<file path="src/rtl/sci_pkg.sv">
// Shared definitions for the SCI serial receiver and transmitter: frame defaults and receiver FSM encoding.
package sci_pkg;

  localparam int SCI_OSR_DEF    = 7;
  localparam int SCI_SAMPLE_DEF = 3;
  localparam int SCI_DATA_W     = 8;

  typedef enum logic [2:0] {
    IDLE    = 3'd0,
    START   = 3'd1,
    DATA    = 3'd2,
    STOP    = 3'd3,
    WAIT_HI = 3'd4
  } sci_rx_state_e;

  function automatic logic maj3(input logic a, input logic b, input logic c);
    return (a & b) | (a & c) | (b & c);
  endfunction

endpackage

</file>
<file path="src/rtl/sci_rx_sync.sv">
// Two-flop resynchroniser for the asynchronous rxd line plus falling-edge detect.
// All flops reset to 1 (idle line level) so no false edge comes out of reset.
module sci_rx_sync (
  input  logic baud_clk,
  input  logic rst_n,
  input  logic rxd,
  output logic rxd_s,
  output logic fall
);

  logic meta_q, meta_d;
  logic sync_q, sync_d;
  logic prev_q, prev_d;

  // Shift the line through the synchroniser and keep one cycle of history.
  always_comb begin
    meta_d = rxd;
    sync_d = meta_q;
    prev_d = sync_q;
  end

  // Synchroniser and history registers.
  always_ff @(posedge baud_clk or negedge rst_n) begin
    if (!rst_n) begin
      meta_q <= 1'b1;
      sync_q <= 1'b1;
      prev_q <= 1'b1;
    end else begin
      meta_q <= meta_d;
      sync_q <= sync_d;
      prev_q <= prev_d;
    end
  end

  assign rxd_s = sync_q;
  assign fall  = prev_q & ~sync_q;

endmodule

</file>
<file path="src/rtl/sci_rx.sv">
// UART-style byte receiver (start, 8 data LSB first, stop) with valid/ack holding register and error flags.
// Define SCI_RX_MAJORITY_EN to decide each bit by 2-of-3 vote around SAMPLE_POS (needs 1 <= SAMPLE_POS <= OSR-2).
module sci_rx
  import sci_pkg::*;
#(
  parameter int OSR        = SCI_OSR_DEF,
  parameter int SAMPLE_POS = SCI_SAMPLE_DEF
) (
  input  logic                  baud_clk,
  input  logic                  rst_n,
  input  logic                  rxd,
  input  logic                  rx_ack,
  output logic [SCI_DATA_W-1:0] rx_data,
  output logic                  rx_valid,
  output logic                  rx_busy,
  output logic                  frame_err,
  output logic                  overrun
);

  localparam int            CW       = (OSR > 1) ? $clog2(OSR) : 1;
  localparam logic [CW-1:0] CYC_LAST = CW'(OSR - 1);
`ifdef SCI_RX_MAJORITY_EN
  localparam logic [CW-1:0] CYC_S0   = CW'(SAMPLE_POS - 1);
  localparam logic [CW-1:0] CYC_S1   = CW'(SAMPLE_POS);
  localparam logic [CW-1:0] CYC_DEC  = CW'(SAMPLE_POS + 1);
`else
  localparam logic [CW-1:0] CYC_DEC  = CW'(SAMPLE_POS);
`endif

  logic rxd_s, fall_s, bit_s, sample_s, load_s, ack_s;
  logic [CW-1:0] cyc_next_s;

  sci_rx_state_e          state_q, state_d;
  logic [CW-1:0]          cyc_q, cyc_d;
  logic [2:0]             bitn_q, bitn_d;
  logic [SCI_DATA_W-1:0]  shreg_q, shreg_d;
  logic [SCI_DATA_W-1:0]  data_q, data_d;
  logic                   valid_q, valid_d;
  logic                   busy_q, busy_d;
  logic                   ferr_q, ferr_d;
  logic                   ovr_q, ovr_d;

  sci_rx_sync u_sync (
    .baud_clk (baud_clk),
    .rst_n    (rst_n),
    .rxd      (rxd),
    .rxd_s    (rxd_s),
    .fall     (fall_s)
  );

`ifdef SCI_RX_MAJORITY_EN
  logic s0_q, s0_d, s1_q, s1_d;

  // Capture the two early votes; the third is the live sample at decision time.
  always_comb begin
    s0_d  = (cyc_q == CYC_S0) ? rxd_s : s0_q;
    s1_d  = (cyc_q == CYC_S1) ? rxd_s : s1_q;
    bit_s = maj3(s0_q, s1_q, rxd_s);
  end

  // Vote registers.
  always_ff @(posedge baud_clk or negedge rst_n) begin
    if (!rst_n) begin
      s0_q <= 1'b1;
      s1_q <= 1'b1;
    end else begin
      s0_q <= s0_d;
      s1_q <= s1_d;
    end
  end
`else
  // Single-sample bit decision.
  always_comb bit_s = rxd_s;
`endif

  // Frame FSM, counters, shift register and host-side holding register.
  always_comb begin
    state_d    = state_q;
    cyc_d      = cyc_q;
    bitn_d     = bitn_q;
    shreg_d    = shreg_q;
    data_d     = data_q;
    ferr_d     = 1'b0;
    load_s     = 1'b0;
    sample_s   = (cyc_q == CYC_DEC);
    cyc_next_s = (cyc_q == CYC_LAST) ? '0 : cyc_q + CW'(1);
    ack_s      = rx_ack & valid_q;

    case (state_q)
      IDLE: begin
        cyc_d = '0;
        if (fall_s) begin
          state_d = START;
        end else begin
          state_d = IDLE;
        end
      end
      START: begin
        cyc_d = cyc_next_s;
        if (sample_s && bit_s) begin
          state_d = IDLE;
          cyc_d   = '0;
        end else if (cyc_q == CYC_LAST) begin
          state_d = DATA;
          bitn_d  = 3'd0;
        end else begin
          state_d = START;
        end
      end
      DATA: begin
        cyc_d = cyc_next_s;
        if (sample_s) begin
          shreg_d = {bit_s, shreg_q[SCI_DATA_W-1:1]};
        end else begin
          shreg_d = shreg_q;
        end
        if (cyc_q == CYC_LAST) begin
          bitn_d  = bitn_q + 3'd1;
          state_d = (bitn_q == 3'd7) ? STOP : DATA;
        end else begin
          state_d = DATA;
        end
      end
      STOP: begin
        cyc_d = cyc_next_s;
        if (sample_s) begin
          cyc_d = '0;
          if (bit_s) begin
            load_s  = 1'b1;
            state_d = IDLE;
          end else begin
            ferr_d  = 1'b1;
            state_d = WAIT_HI;
          end
        end else begin
          state_d = STOP;
        end
      end
      WAIT_HI: begin
        cyc_d = '0;
        if (rxd_s) begin
          state_d = IDLE;
        end else begin
          state_d = WAIT_HI;
        end
      end
      default: begin
        state_d = IDLE;
        cyc_d   = '0;
        bitn_d  = 3'd0;
      end
    endcase

    // A same-cycle ack and load leaves the new byte valid without flagging overrun.
    valid_d = ack_s ? 1'b0 : valid_q;
    ovr_d   = ack_s ? 1'b0 : ovr_q;
    if (load_s) begin
      data_d  = shreg_q;
      valid_d = 1'b1;
      if (valid_q && !rx_ack) begin
        ovr_d = 1'b1;
      end else begin
        ovr_d = ovr_d;
      end
    end else begin
      data_d = data_q;
    end

    busy_d = (state_d != IDLE);
  end

  // State and datapath registers.
  always_ff @(posedge baud_clk or negedge rst_n) begin
    if (!rst_n) begin
      state_q <= IDLE;
      cyc_q   <= '0;
      bitn_q  <= 3'd0;
      shreg_q <= '0;
      data_q  <= '0;
      valid_q <= 1'b0;
      busy_q  <= 1'b0;
      ferr_q  <= 1'b0;
      ovr_q   <= 1'b0;
    end else begin
      state_q <= state_d;
      cyc_q   <= cyc_d;
      bitn_q  <= bitn_d;
      shreg_q <= shreg_d;
      data_q  <= data_d;
      valid_q <= valid_d;
      busy_q  <= busy_d;
      ferr_q  <= ferr_d;
      ovr_q   <= ovr_d;
    end
  end

  assign rx_data   = data_q;
  assign rx_valid  = valid_q;
  assign rx_busy   = busy_q;
  assign frame_err = ferr_q;
  assign overrun   = ovr_q;

endmodule

</file>
<file path="config.mk">
export PLATFORM = sky130hd
export DESIGN_NAME = sci_rx
export DESIGN_NICKNAME = d
export VERILOG_FILES = /design/src/rtl/sci_pkg.sv /design/src/rtl/sci_rx_sync.sv /design/src/rtl/sci_rx.sv
export SDC_FILE = /design/constraint.sdc
export NUM_CORES = 1
export LEC_CHECK = 0
export BUFFER_PORTS_ARGS = -buffer_cell sky130_fd_sc_hd__buf_2
export CORE_MARGIN = 2
export CORE_UTILIZATION = 60
export CTS_CLUSTER_DIAMETER = 120
export DETAILED_ROUTE_END_ITERATION = 7
export HOLD_SLACK_MARGIN = 0.1
export PLACE_DENSITY = 0.8
export RECOVER_POWER = 100
export SYNTH_ARGS = -nofsm -noshare
export SYNTH_HDL_FRONTEND = slang
export SYNTH_SLANG_ARGS = --single-unit
</file>
<file path="constraint.sdc">
create_clock -name baud_clk -period 2.64 [get_ports baud_clk]
set_input_delay 0.396 -clock baud_clk [delete_from_list [all_inputs] [get_ports baud_clk]]
set_output_delay 0.396 -clock baud_clk [all_outputs]
set_load 0.01 [all_outputs]
</file>
==> metrics.md, run 1 <==
| Metric | Value |
|---|---|
| Status | finished with violations |
| Failing checks | max-capacitance violations, max-slew violations |
| Wire length of the first global-routing pass | 4174 um |
| Commonest non-fill, non-tap cells in the layout | 29 x dfrtp_1, 16 x mux2_2, 13 x clkbuf_1, 8 x a21oi_1 |
| Synth area leaders | dfrtp_1 53%, mux2_2 13%, dfstp_2 5.7% |
| Critical Path AT | 2.41 ns |
| Worst-Margin Slew | 1.640 ns |
| Largest net degree at the start of global routing | 33 |
| Antenna violations before repair | 0 |
| Initial Util | 63.05% |
| Total power | 1.180 mW |
| Die span in y | 51.98 um |
| Post-synthesis register bit count | 32 |
| Synth area leader | dfrtp_1 |
| I/O Buffers | 15 |
| CP max-delay cell | nor4b_1 |
| Average wire per standard cell | 14.47 um |
| Share of the synthesized area in the top cell type | 52.54% |
| Buffers plus inverters on the worst setup path | 1 |
| Slew margin rel. | -9.315% |
| Mapped cell area | 0.001381 mm^2 |
| Post-route ant nets | 0 |
| Commonest non-fill, non-tap cell in the layout | dfrtp_1 |
| YS warnings | 0 |
| RSZ-0062 raised after global routing | no |
| Clock Path Buffers | 2 |
| Post-Syn Nets | 119 |
| Synth cell types | 26 |
| CTS tree | built |
| Die width | 51.98 um |
| DR vias/cell | 5.698 |
| All-layer global routing usage | 22.49% |
| Syn Inst Count | 112 |
| Vias in the first global route | 929 |
| Setup crit end kind | register |
| FF/Latch Area | 804.5 um^2 |
| Clk sinks | 32 |
| IO Pins | 16 |
| Max-cap violations | 1 |
| Type of origin of the critical path | register |
| CTS root buffer | clkbuf_4 |
| Reg-to-Reg Start | cyc_q[0] |
| Nets | 137 |
| Die ar. | 0.002702 mm^2 |
| TNS Setup | 0 ns |
| Via Count | 906 |
| Multi-input combinational cell area | 519.2 um^2 |
| DRT Pass-1 Iters | 6 |
| Final Cycle Share | 82.64% |
| Register area share after synthesis | 58.24% |
| Max Slew Vio Count | 33 |
| R2R Setup Slk | 0.46 ns |
| Core region area | 0.002191 mm^2 |
| Worst setup path startpoint | cyc_q[0] |
| Num CTS Buffers | 5 |
| R2R depth | 6 |
| FMAX | 458.4 MHz |
| Final Hold Violating Endpoints | 0 |
| Top delay family on crit path | simple AND/OR/NAND/NOR gates |
| Static Leak | 0.6933 nW |
| Worst-path clk slew | 0.10 ns |
| WP data required | 2.87 ns |
| Layout fillers | 164 |
| Iter 0 DRT Violations | 11 |
| Reg2reg end | rx_data[5] |
| Number of enable flip-flop cells after synthesis | 0 |
| Share of layout cells above drive strength 1 | 22.14% |
| # setup viols final | 0 |
| Post-CTS Setup Bufs | 0 |
| CP max stage delay | 0.44 ns |
| H-tree depth | 2 |
| Routed WL | 2301 um |
| CP Cell Sequence | and2_0 > ha_1 > inv_1 > nor4b_1 > nand2_1 > mux2_2 |
| Hold Crit Class | primary input to register |
| Clock latency on the worst-skew pair | 0.34 ns |
| Levels on crit path | 6 |
| GR Overflow Total | 0 |
| Syn avg cell area | 12.33 um^2 |
| Hold WS | 0.1594 ns |
| Antenna Cells | 0 |
| DRC errors left | 0 |
| Post-layout min period | 2.182 ns |
| Hpwl dp | 1578 um |
| Critical path class | register to register |
| Final GP Congestion | 0.8168 |
| Area grow syn2layout | 9.149% |
| Top fanout value on the critical path | 9 |
| VDD IR max | 496.9 uV |
| Rows | 17 |
| Ys async rst share | 100.0% |
| Synth Flop Type | dfrtp_1 |
| CP endpoint | rx_data[5] |
| Total power per unit cell area | 782.3 mW/mm^2 |
| Worst Skew | 0.007912 ns |
## cells by family after synthesis
| logic type | share of synthesized area, % |
|---|---|
| flops | 58.24 |
| simple gates | 13.95 |
| compound gates | 9.149 |
| mux | 13.04 |
| buf+inv | 2.898 |
| fa+ha+maj | 2.718 |
## how the worst min path moves through the flow
stage / start / to / slack [ns] / depth (start not counted)
floorplan: rst_n / asynchronous set/reset pin / 0.10 / 0
global placement: u_sync.meta_q / u_sync.rxd_s / 0.35 / 0
detailed placement: u_sync.meta_q / u_sync.rxd_s / 0.35 / 0
CTS: rxd / u_sync.meta_q / 0.15 / 1
global route: rxd / u_sync.meta_q / 0.14 / 1
finish: rxd / u_sync.meta_q / 0.16 / 1
## metal layers
layer  vias up  global-route usage [%]  share of wire [%]
met5         -                       0                  0
met4         0                   10.53                2.1
met3         7                   9.483                4.5
met2        15                   37.55                 51
met1       446                   24.56                 42
li1        438                       -                  -
## sequential cells by signal, summed over array words and instances (netlist names), named ones only
signal,flops
rx_valid,1
state_q,3
u_sync.rxd_s,1
rx_busy,1
shreg_q,8
u_sync.prev_q,1
rx_data,8
u_sync.meta_q,1
cyc_q,3
frame_err,1
bitn_q,3
## where the power goes
| part | leakage, nW | total, mW | internal, mW | switching (mW) |
|---|---|---|---|---|
| clock | 0.0380 | 0.289 | 0.126 | 0.162 |
| sequential | 0.423 | 0.650 | 0.559 | 0.0912 |
| combinational | 0.232 | 0.240 | 0.111 | 0.129 |
## per-stage QoR
| stage | cell area [um^2] | utilization (%) | setup WS, ns | cells |
|---|---|---|---|---|
| global route | 1508 | 68.82 | 0.2463 | 159 |
| finish | 1508 | 68.82 | 0.4583 | 159 |
| global placement | 1470 | 67.10 | 0.7465 | 150 |
| floorplan | 1381 | - | 0.8646 | 112 |
| CTS | 1541 | 70.36 | 0.6510 | 159 |
| detailed placement | 1470 | 67.10 | 0.6685 | 150 |
## what timing repair did
| item | in CTS | in global routing |
|---|---|---|
| gates resized for setup | 0 | 0 |
| hold buffers | 1 | 0 |
| hold endpoints to repair | 25 | 0 |
## cell type report
class                   count  share of cell area, %
repair buffers             16                  4.564
clock inverters             2                 0.6639
inverters                   5                  1.245
well taps                  28                  2.324
multi-input cells          70                  34.44
flip-flops and latches     32                  53.36
clock buffers               6                  3.402
## synth_stat cells, types with 3 or more instances
master and instances:
inv_1 4, mux2_2 16, o21ai_0 6, nor3_1 4, nand2_1 4, a31oi_1 5, and2_1 4, a21oi_1 8
ha_1 3, clkbuf_1 3, dfstp_2 3, dfrtp_1 29, nor2_1 6
## worst register-to-register path, stage by stage, from the launching register on
cell and delay (ns):
dfrtp_1 0.43, and2_0 0.15, ha_1 0.22, inv_1 0.13, nor4b_1 0.44, nand2_1 0.34
mux2_2 0.36
Note: power is estimated with default switching activity, not from simulation.
==> inputs of run 2 (changes only) <==
--- a/config.mk
+++ b/config.mk
@@ -7,11 +7,11 @@
 export LEC_CHECK = 0
 export BUFFER_PORTS_ARGS = -buffer_cell sky130_fd_sc_hd__buf_2
 export CORE_MARGIN = 2
-export CORE_UTILIZATION = 60
+export CORE_UTILIZATION = 50
 export CTS_CLUSTER_DIAMETER = 120
 export DETAILED_ROUTE_END_ITERATION = 7
 export HOLD_SLACK_MARGIN = 0.1
-export PLACE_DENSITY = 0.8
+export PLACE_DENSITY = 0.71
 export RECOVER_POWER = 100
 export SYNTH_ARGS = -nofsm -noshare
 export SYNTH_HDL_FRONTEND = slang
==> constraint.sdc (replaced) <==
create_clock -name baud_clk -period 2 [get_ports baud_clk]
set_input_delay 0.3 -clock baud_clk [delete_from_list [all_inputs] [get_ports baud_clk]]
set_output_delay 0.3 -clock baud_clk [all_outputs]
set_load 0.01 [all_outputs]
==> run 2 against run 1 <==
Effect of this change:
- critical path type unchanged
- sequential cell count did not move
- global-route usage fell by 3.6 points
- final cell count rose by 4.4%
- the flow now finishes without violations
- worst hold slack got worse by 0.0092 ns
- largest power group unchanged
==> metrics.md, run 2 (synthesized netlist as in run 1, its figures left out) <==
| Metric | Value |
|---|---|
| Num CTS Buffers | 5 (unchanged) |
| GR Overflow Total | 0 (unchanged) |
| Critical Path AT | 2.06 ns (was 2.41 ns) |
| Hold Crit Class | primary input to register (unchanged) |
| WP data required | 2.23 ns (was 2.87 ns) |
| R2R Setup Slk | 0.17 ns (was 0.46 ns) |
| Final Cycle Share | 91.46% (was 82.64%) |
| # setup viols final | 0 (unchanged) |
| IO Pins | 16 (unchanged) |
| Setup crit end kind | register (unchanged) |
| Die ar. | 0.003199 mm^2 (was 0.002702 mm^2) |
| Status | complete, no violations (was finished with violations) |
| Share of layout cells above drive strength 1 | 26.67% (was 22.14%) |
| Post-CTS Setup Bufs | 0 (unchanged) |
| H-tree depth | 2 (unchanged) |
| CTS root buffer | clkbuf_4 (unchanged) |
| Multi-input combinational cell area | 533.0 um^2 (was 519.2 um^2) |
| Commonest non-fill, non-tap cell in the layout | dfrtp_1 (unchanged) |
| Final Hold Violating Endpoints | 0 (unchanged) |
| DR vias/cell | 5.669 (was 5.698) |
| Hold WS | 0.1502 ns (was 0.1594 ns) |
| DRT Pass-1 Iters | 4 (was 6) |
| VDD IR max | 595.2 uV (was 496.9 uV) |
| Hpwl dp | 1701 um (was 1578 um) |
| Initial Util | 51.42% (was 63.05%) |
| Vias in the first global route | 976 (was 929) |
| Total power | 1.594 mW (was 1.180 mW) |
| Nets | 141 (was 137) |
| Antenna violations before repair | 0 (unchanged) |
| Top fanout value on the critical path | 8 (was 9) |
| Type of origin of the critical path | register (unchanged) |
| Routed WL | 2501 um (was 2301 um) |
| Core region area | 0.002686 mm^2 (was 0.002191 mm^2) |
| FF/Latch Area | 805.8 um^2 (was 804.5 um^2) |
| Die width | 56.56 um (was 51.98 um) |
| Rows | 19 (was 17) |
| Total power per unit cell area | 1024 mW/mm^2 (was 782.3 mW/mm^2) |
| Commonest non-fill, non-tap cells in the layout | 28 x dfrtp_1, 16 x mux2_2, 13 x clkbuf_1, 8 x a21oi_1 (was 29 x dfrtp_1, 16 x mux2_2, 13 x clkbuf_1, 8 x a21oi_1) |
| Worst-Margin Slew | 0.7613 ns (was 1.640 ns) |
| Layout fillers | 240 (was 164) |
| Clock Path Buffers | 2 (unchanged) |
| I/O Buffers | 15 (unchanged) |
| Iter 0 DRT Violations | 18 (was 11) |
| FMAX | 546.7 MHz (was 458.4 MHz) |
| DRC errors left | 0 (unchanged) |
| Max-cap violations | 0 (was 1) |
| Clock latency on the worst-skew pair | 0.34 ns (about the same) |
| Final GP Congestion | 0.7406 (was 0.8168) |
| Area grow syn2layout | 12.68% (was 9.149%) |
| Clk sinks | 32 (unchanged) |
| Min-delay src | rx_ack (was rxd) |
| Antenna Cells | 0 (unchanged) |
| Via Count | 941 (was 906) |
| Hold Path Depth | 2 (was 1) |
| Slew margin rel. | 49.25% (was -9.315%) |
| Reg2reg end | shreg_q[6] (was rx_data[5]) |
| Static Leak | 0.7212 nW (was 0.6933 nW) |
| Average wire per standard cell | 15.07 um (was 14.47 um) |
| Reg-to-Reg Start | cyc_q[0] (unchanged) |
| Worst Skew | 0.004170 ns (was 0.007912 ns) |
| Worst-path clk slew | 0.09 ns (was 0.10 ns) |
| RSZ-0062 raised after global routing | no (unchanged) |
| R2R depth | 6 (unchanged) |
| Hold path endpoint | rx_valid (was u_sync.meta_q) |
| Wire length of the first global-routing pass | 4429 um (was 4174 um) |
| Post-route ant nets | 0 (unchanged) |
| CTS tree | built (unchanged) |
| TNS Setup | 0 ns (unchanged) |
| Die span in y | 56.56 um (was 51.98 um) |
| Largest net degree at the start of global routing | 33 (unchanged) |
| Post-Layout Cell Count | 166 (was 159) |
| Post-layout min period | 1.829 ns (was 2.182 ns) |
| DP Cell Count | 156 (was 150) |
| Critical path class | register to register (unchanged) |
| Max Slew Vio Count | 0 (was 33) |
| All-layer global routing usage | 18.86% (was 22.49%) |
-- run 2: changes by cell type in the layout (fill, tap and decap cells not counted), sizes merged --
cell | before | now
dlygate4sd3 | 1 | 2
buf | 2 | 4
clkbuf | 19 | 20
-- run 2: repair_timing --
item / in CTS / in global routing
setup endpoints to repair: 0 / 16
gates resized for setup: 0 / 2
hold buffers: 2 / 0
endpoints found under the hold margin: 30 / 0
-- run 2: worst max-delay path by stage --
stage / to / start / cells after the start / slack (ns)
floorplan: shreg_q[0] / cyc_q[0] / 5 / 0.22
finish: shreg_q[6] / cyc_q[0] / 6 / 0.17
global placement: shreg_q[2] / cyc_q[0] / 6 / 0.22
detailed placement: rx_data[0] / cyc_q[0] / 6 / 0.15
CTS: shreg_q[6] / cyc_q[0] / 6 / 0.12
global route: shreg_q[6] / cyc_q[0] / 6 / 0.01
-- run 2: metrics by stage --
step           cell area, um^2  util [%]  setup WS, ns
6_report                  1556     57.94        0.1707
5_1_grt                   1556     57.94       0.01406
4_1_cts                   1578     58.73        0.1162
3_5_place_dp              1496     55.71        0.1454
3_3_place_gp              1496     55.71        0.2180
2_1_floorplan             1381         -        0.2246
-- run 2: power breakdown --
group          internal, mW  total, mW  leakage (nW)  switching, mW
logic                 0.165      0.368         0.261          0.203
registers             0.741      0.841         0.422         0.0998
clock network         0.167      0.386        0.0380          0.219
total                  1.07       1.59         0.721          0.522
-- run 2: cell type report --
| type | count | share of cell area (%) |
|---|---|---|
| Inverter | 5 | 1.206 |
| Multi-Input combinational cell | 70 | 34.24 |
| Clock buffer | 6 | 3.296 |
| Timing Repair Buffer | 20 | 6.350 |
| Tap cell | 31 | 2.492 |
| Sequential cell | 32 | 51.77 |
| Clock inverter | 2 | 0.6431 |
-- run 2: layer usage --
| metal | routed length [um] | vias to the layer above | GRT usage [%] |
|---|---|---|---|
| met2 | 1347 | 18 | 31.89 |
| met1 | 979 | 472 | 21.08 |
| li1 | - | 444 | - |
| met5 | 0 | - | 0 |
| met3 | 116 | 7 | 6.912 |
| met4 | 57 | 0 | 8.503 |
-- run 2: critical path, cell delays in order (launching register included) --
cell and delay [ns]:
dfrtp_2 0.41, and2_1 0.13, ha_1 0.23, inv_2 0.10
nor4b_2 0.28, buf_4 0.21, mux2_2 0.35
==> inputs of run 3 (changes only) <==
--- a/config.mk
+++ b/config.mk
@@ -5,6 +5,7 @@
 export SDC_FILE = /design/constraint.sdc
 export NUM_CORES = 1
 export LEC_CHECK = 0
+export ABC_AREA = 1
 export BUFFER_PORTS_ARGS = -buffer_cell sky130_fd_sc_hd__buf_2
 export CORE_MARGIN = 2
 export CORE_UTILIZATION = 50
==> run 3 against run 2 <==
Effect of this change:
- register-to-register slack improved by 0.25 ns
- synthesized area grew 1.4%
- via count grew 9.6%
- worst hold slack improved by 0.020 ns
- sequential cell count stayed put
- worst setup slack better by 0.25 ns
- total power rose by 1.4%
- sequential power decreased by 3.9%
==> metrics.md, run 3 <==
| Metric | Value |
|---|---|
| Setup crit end kind | register (unchanged) |
| Syn Inst Count | 154 (was 112) |
| Compound-gate portion of the synthesized area | 9.920% (was 9.149%) |
| Top-count cell post-synth | nand2_1 (was dfrtp_1) |
| XOR/XNOR Fraction of Synth Area | 0% (unchanged) |
| Synth Flop Type | dfrtp_1 (unchanged) |
| Antenna Cells | 0 (unchanged) |
| FMAX | 632.6 MHz (was 546.7 MHz) |
| Area share of fa/ha/maj cells after synthesis | 2.681% (was 2.717%) |
| Average wire per standard cell | 11.15 um (was 15.07 um) |
| Synth area leaders | dfrtp_1 52%, nand2_1 12%, dfstp_2 5.6% (was dfrtp_1 53%, mux2_2 13%, dfstp_2 5.7%) |
| # setup viols final | 0 (unchanged) |
| CTS tree | built (unchanged) |
| Max Slew Vio Count | 0 (unchanged) |
| Post-CTS sizing | 0 (unchanged) |
| Iter 0 DRT Violations | 29 (was 18) |
| Status | complete, no violations (unchanged) |
| Worst Skew | 0.007858 ns (was 0.004170 ns) |
| Clock Path Buffers | 2 (unchanged) |
| Mux share of post-synthesis cell area | 0% (was 13.04%) |
| Clk sinks | 32 (unchanged) |
| All-layer global routing usage | 17.00% (was 18.86%) |
| Post-layout min period | 1.581 ns (was 1.829 ns) |
| VDD IR max | 788.6 uV (was 595.2 uV) |
| Die ar. | 0.003239 mm^2 (was 0.003199 mm^2) |
| Share of layout cells above drive strength 1 | 10.73% (was 26.67%) |
| Type of origin of the critical path | register (unchanged) |
| Worst-Margin Slew | 0.7381 ns (was 0.7613 ns) |
| Antenna violations before repair | 0 (unchanged) |
| Max-cap violations | 0 (unchanged) |
| Post-CTS Setup Bufs | 0 (unchanged) |
| Via Count | 1031 (was 941) |
| Core region area | 0.002710 mm^2 (was 0.002686 mm^2) |
| Number of enable flip-flop cells after synthesis | 0 (unchanged) |
| Die width | 56.92 um (was 56.56 um) |
| Rows | 19 (unchanged) |
| WP data required | 2.20 ns (was 2.23 ns) |
| I/O Buffers | 15 (unchanged) |
| Critical path class | register to register (unchanged) |
| Synth top cells by count | 46 x nand2_1, 29 x dfrtp_1, 20 x inv_1, 11 x nor2_1, 10 x o21ai_1 (was 29 x dfrtp_1, 16 x mux2_2, 8 x a21oi_1, 6 x nor2_1, 6 x o21ai_0) |
| H-tree depth | 2 (unchanged) |
| IO Pins | 16 (unchanged) |
| Worst-path clk slew | 0.09 ns (about the same) |
| Wire length of the first global-routing pass | 4167 um (was 4429 um) |
| DRT Pass-1 Iters | 4 (unchanged) |
| DR vias/cell | 4.957 (was 5.669) |
| Hold WS | 0.1703 ns (was 0.1502 ns) |
| Syn avg cell area | 9.092 um^2 (was 12.33 um^2) |
| Synth cell types | 22 (was 26) |
| YS warnings | 0 (unchanged) |
| RSZ-0062 raised after global routing | no (unchanged) |
| Nets | 183 (was 141) |
| TNS Setup | 0 ns (unchanged) |
| Critical Path AT | 1.78 ns (was 2.06 ns) |
| Final Hold Violating Endpoints | 0 (unchanged) |
| Layout fillers | 269 (was 240) |
| Register area share after synthesis | 57.46% (was 58.24%) |
| Share of the synthesized area in the top cell type | 51.83% (was 52.54%) |
| Clock latency on the worst-skew pair | 0.31 ns (was 0.34 ns) |
| Post-Syn Nets | 161 (was 119) |
| Top fanout value on the critical path | 4 (was 8) |
| Largest family of logic cells by synthesized area | simple AND/OR/NAND/NOR gates (unchanged) |
| Hpwl dp | 1703 um (was 1701 um) |
| CTS root buffer | clkbuf_4 (unchanged) |
| Commonest non-fill, non-tap cell in the layout | nand2_1 (was dfrtp_1) |
| Ys async rst share | 100.0% (unchanged) |
| Post-route ant nets | 0 (unchanged) |
| Die span in y | 56.92 um (was 56.56 um) |
| Simple-gate share of the synthesized area | 22.43% (was 13.95%) |
| Static Leak | 0.7733 nW (was 0.7212 nW) |
| Final Cycle Share | 79.04% (was 91.46%) |
| Area grow syn2layout | 9.116% (was 12.68%) |
| Finished Core Util | 56.37% (was 57.94%) |
| Routed WL | 2319 um (was 2501 um) |
| Largest net degree at the start of global routing | 33 (unchanged) |
| Num CTS Buffers | 5 (unchanged) |
| Hold Crit Class | primary input to register (unchanged) |
| Final GP Congestion | 0.8265 (was 0.7406) |
| Vias in the first global route | 996 (was 976) |
| Total power per unit cell area | 1058 mW/mm^2 (was 1024 mW/mm^2) |
| Commonest non-fill, non-tap cells in the layout | 47 x nand2_1, 29 x dfrtp_1, 20 x inv_1, 16 x o21ai_0, 14 x clkbuf_1 (was 28 x dfrtp_1, 16 x mux2_2, 13 x clkbuf_1, 8 x a21oi_1) |
| Post-synthesis register bit count | 32 (unchanged) |
| Synth area leader | dfrtp_1 (unchanged) |
| Slew margin rel. | 50.80% (was 49.25%) |
| Initial Util | 51.66% (was 51.42%) |
| DRC errors left | 0 (unchanged) |
| Mapped cell area | 0.001400 mm^2 (was 0.001381 mm^2) |
| GR Overflow Total | 0 (unchanged) |
run 3: cell count changes after synthesis, sizes merged, moves of 7 or more:
cell   delta
inv      +18
o21ai    +12
nand2    +42
mux2     -16
nor2      +7
run 3: cell type report:
type,count,area (um^2),area share [%]
tap,31,38.79,2.539
sequential,32,804.5,52.66
clock buffer,8,58.81,3.849
timing repair buffer,17,80.08,5.242
multi-input combinational,97,459.2,30.06
inverter,23,86.33,5.651
run 3: cells by family after synthesis:
group           count (synthesis)
simple gates                   72
flops                          32
buf+inv                        25
compound gates                 22
fa+ha+maj                       3
run 3: final timing paths:
kind	startpoint	endpoint	slack, ns	cells past startpoint
max	cyc_q[1]	rx_busy	0.42	8
min	rx_ack	rx_valid	0.17	2
max reg2reg	cyc_q[1]	rx_busy	0.42	8
min reg2reg	u_sync.meta_q	u_sync.rxd_s	0.37	0
max in group asynchronous	rst_n	state_q[0]	0.95	2
min in group asynchronous	rst_n	bitn_q[1]	0.57	2
run 3: timing repair:
| action | CTS | global route |
|---|---|---|
| hold buffers | 2 | 0 |
| endpoints found under the hold margin | 30 | 0 |
| setup endpoints to repair | 0 | 0 |
run 3: worst max-delay path, cell delays in order (launching register included):
cell,delay (ns)
dfrtp_1,0.39
nand2_1,0.09
inv_1,0.06
ha_1,0.19
inv_1,0.07
o21ai_0,0.37
nand2_1,0.14
nor2_1,0.10
nand2_1,0.06
run 3: per-layer routing:
metal | part of all wire, % | up-vias | GRT usage (%)
met1 | 46 | 480 | 21.08
met3 | 4.5 | 6 | 5.991
li1 | - | 521 | -
met2 | 48 | 24 | 26.77
met5 | 0 | - | 0
met4 | 1.6 | 0 | 7.641
run 3: stage by stage:
stage / setup slack [ns] / cells / cell area [um^2] / total power, mW
finish: 0.4192 / 208 / 1528 / 1.616
global route: 0.1594 / 208 / 1528 / 1.751
CTS: 0.3917 / 208 / 1574 / 1.653
detailed placement: 0.3917 / 198 / 1495 / 1.281
global placement: 0.4952 / 198 / 1495 / 1.254
floorplan: 0.5626 / 154 / 1400 / 1.162
run 3: report_power, final:
part	leakage, nW	switching [mW]	total [mW]	internal [mW]
Sequential	0.426	0.0721	0.808	0.736
Clock	0.0326	0.190	0.363	0.173
Combinational	0.315	0.295	0.445	0.150
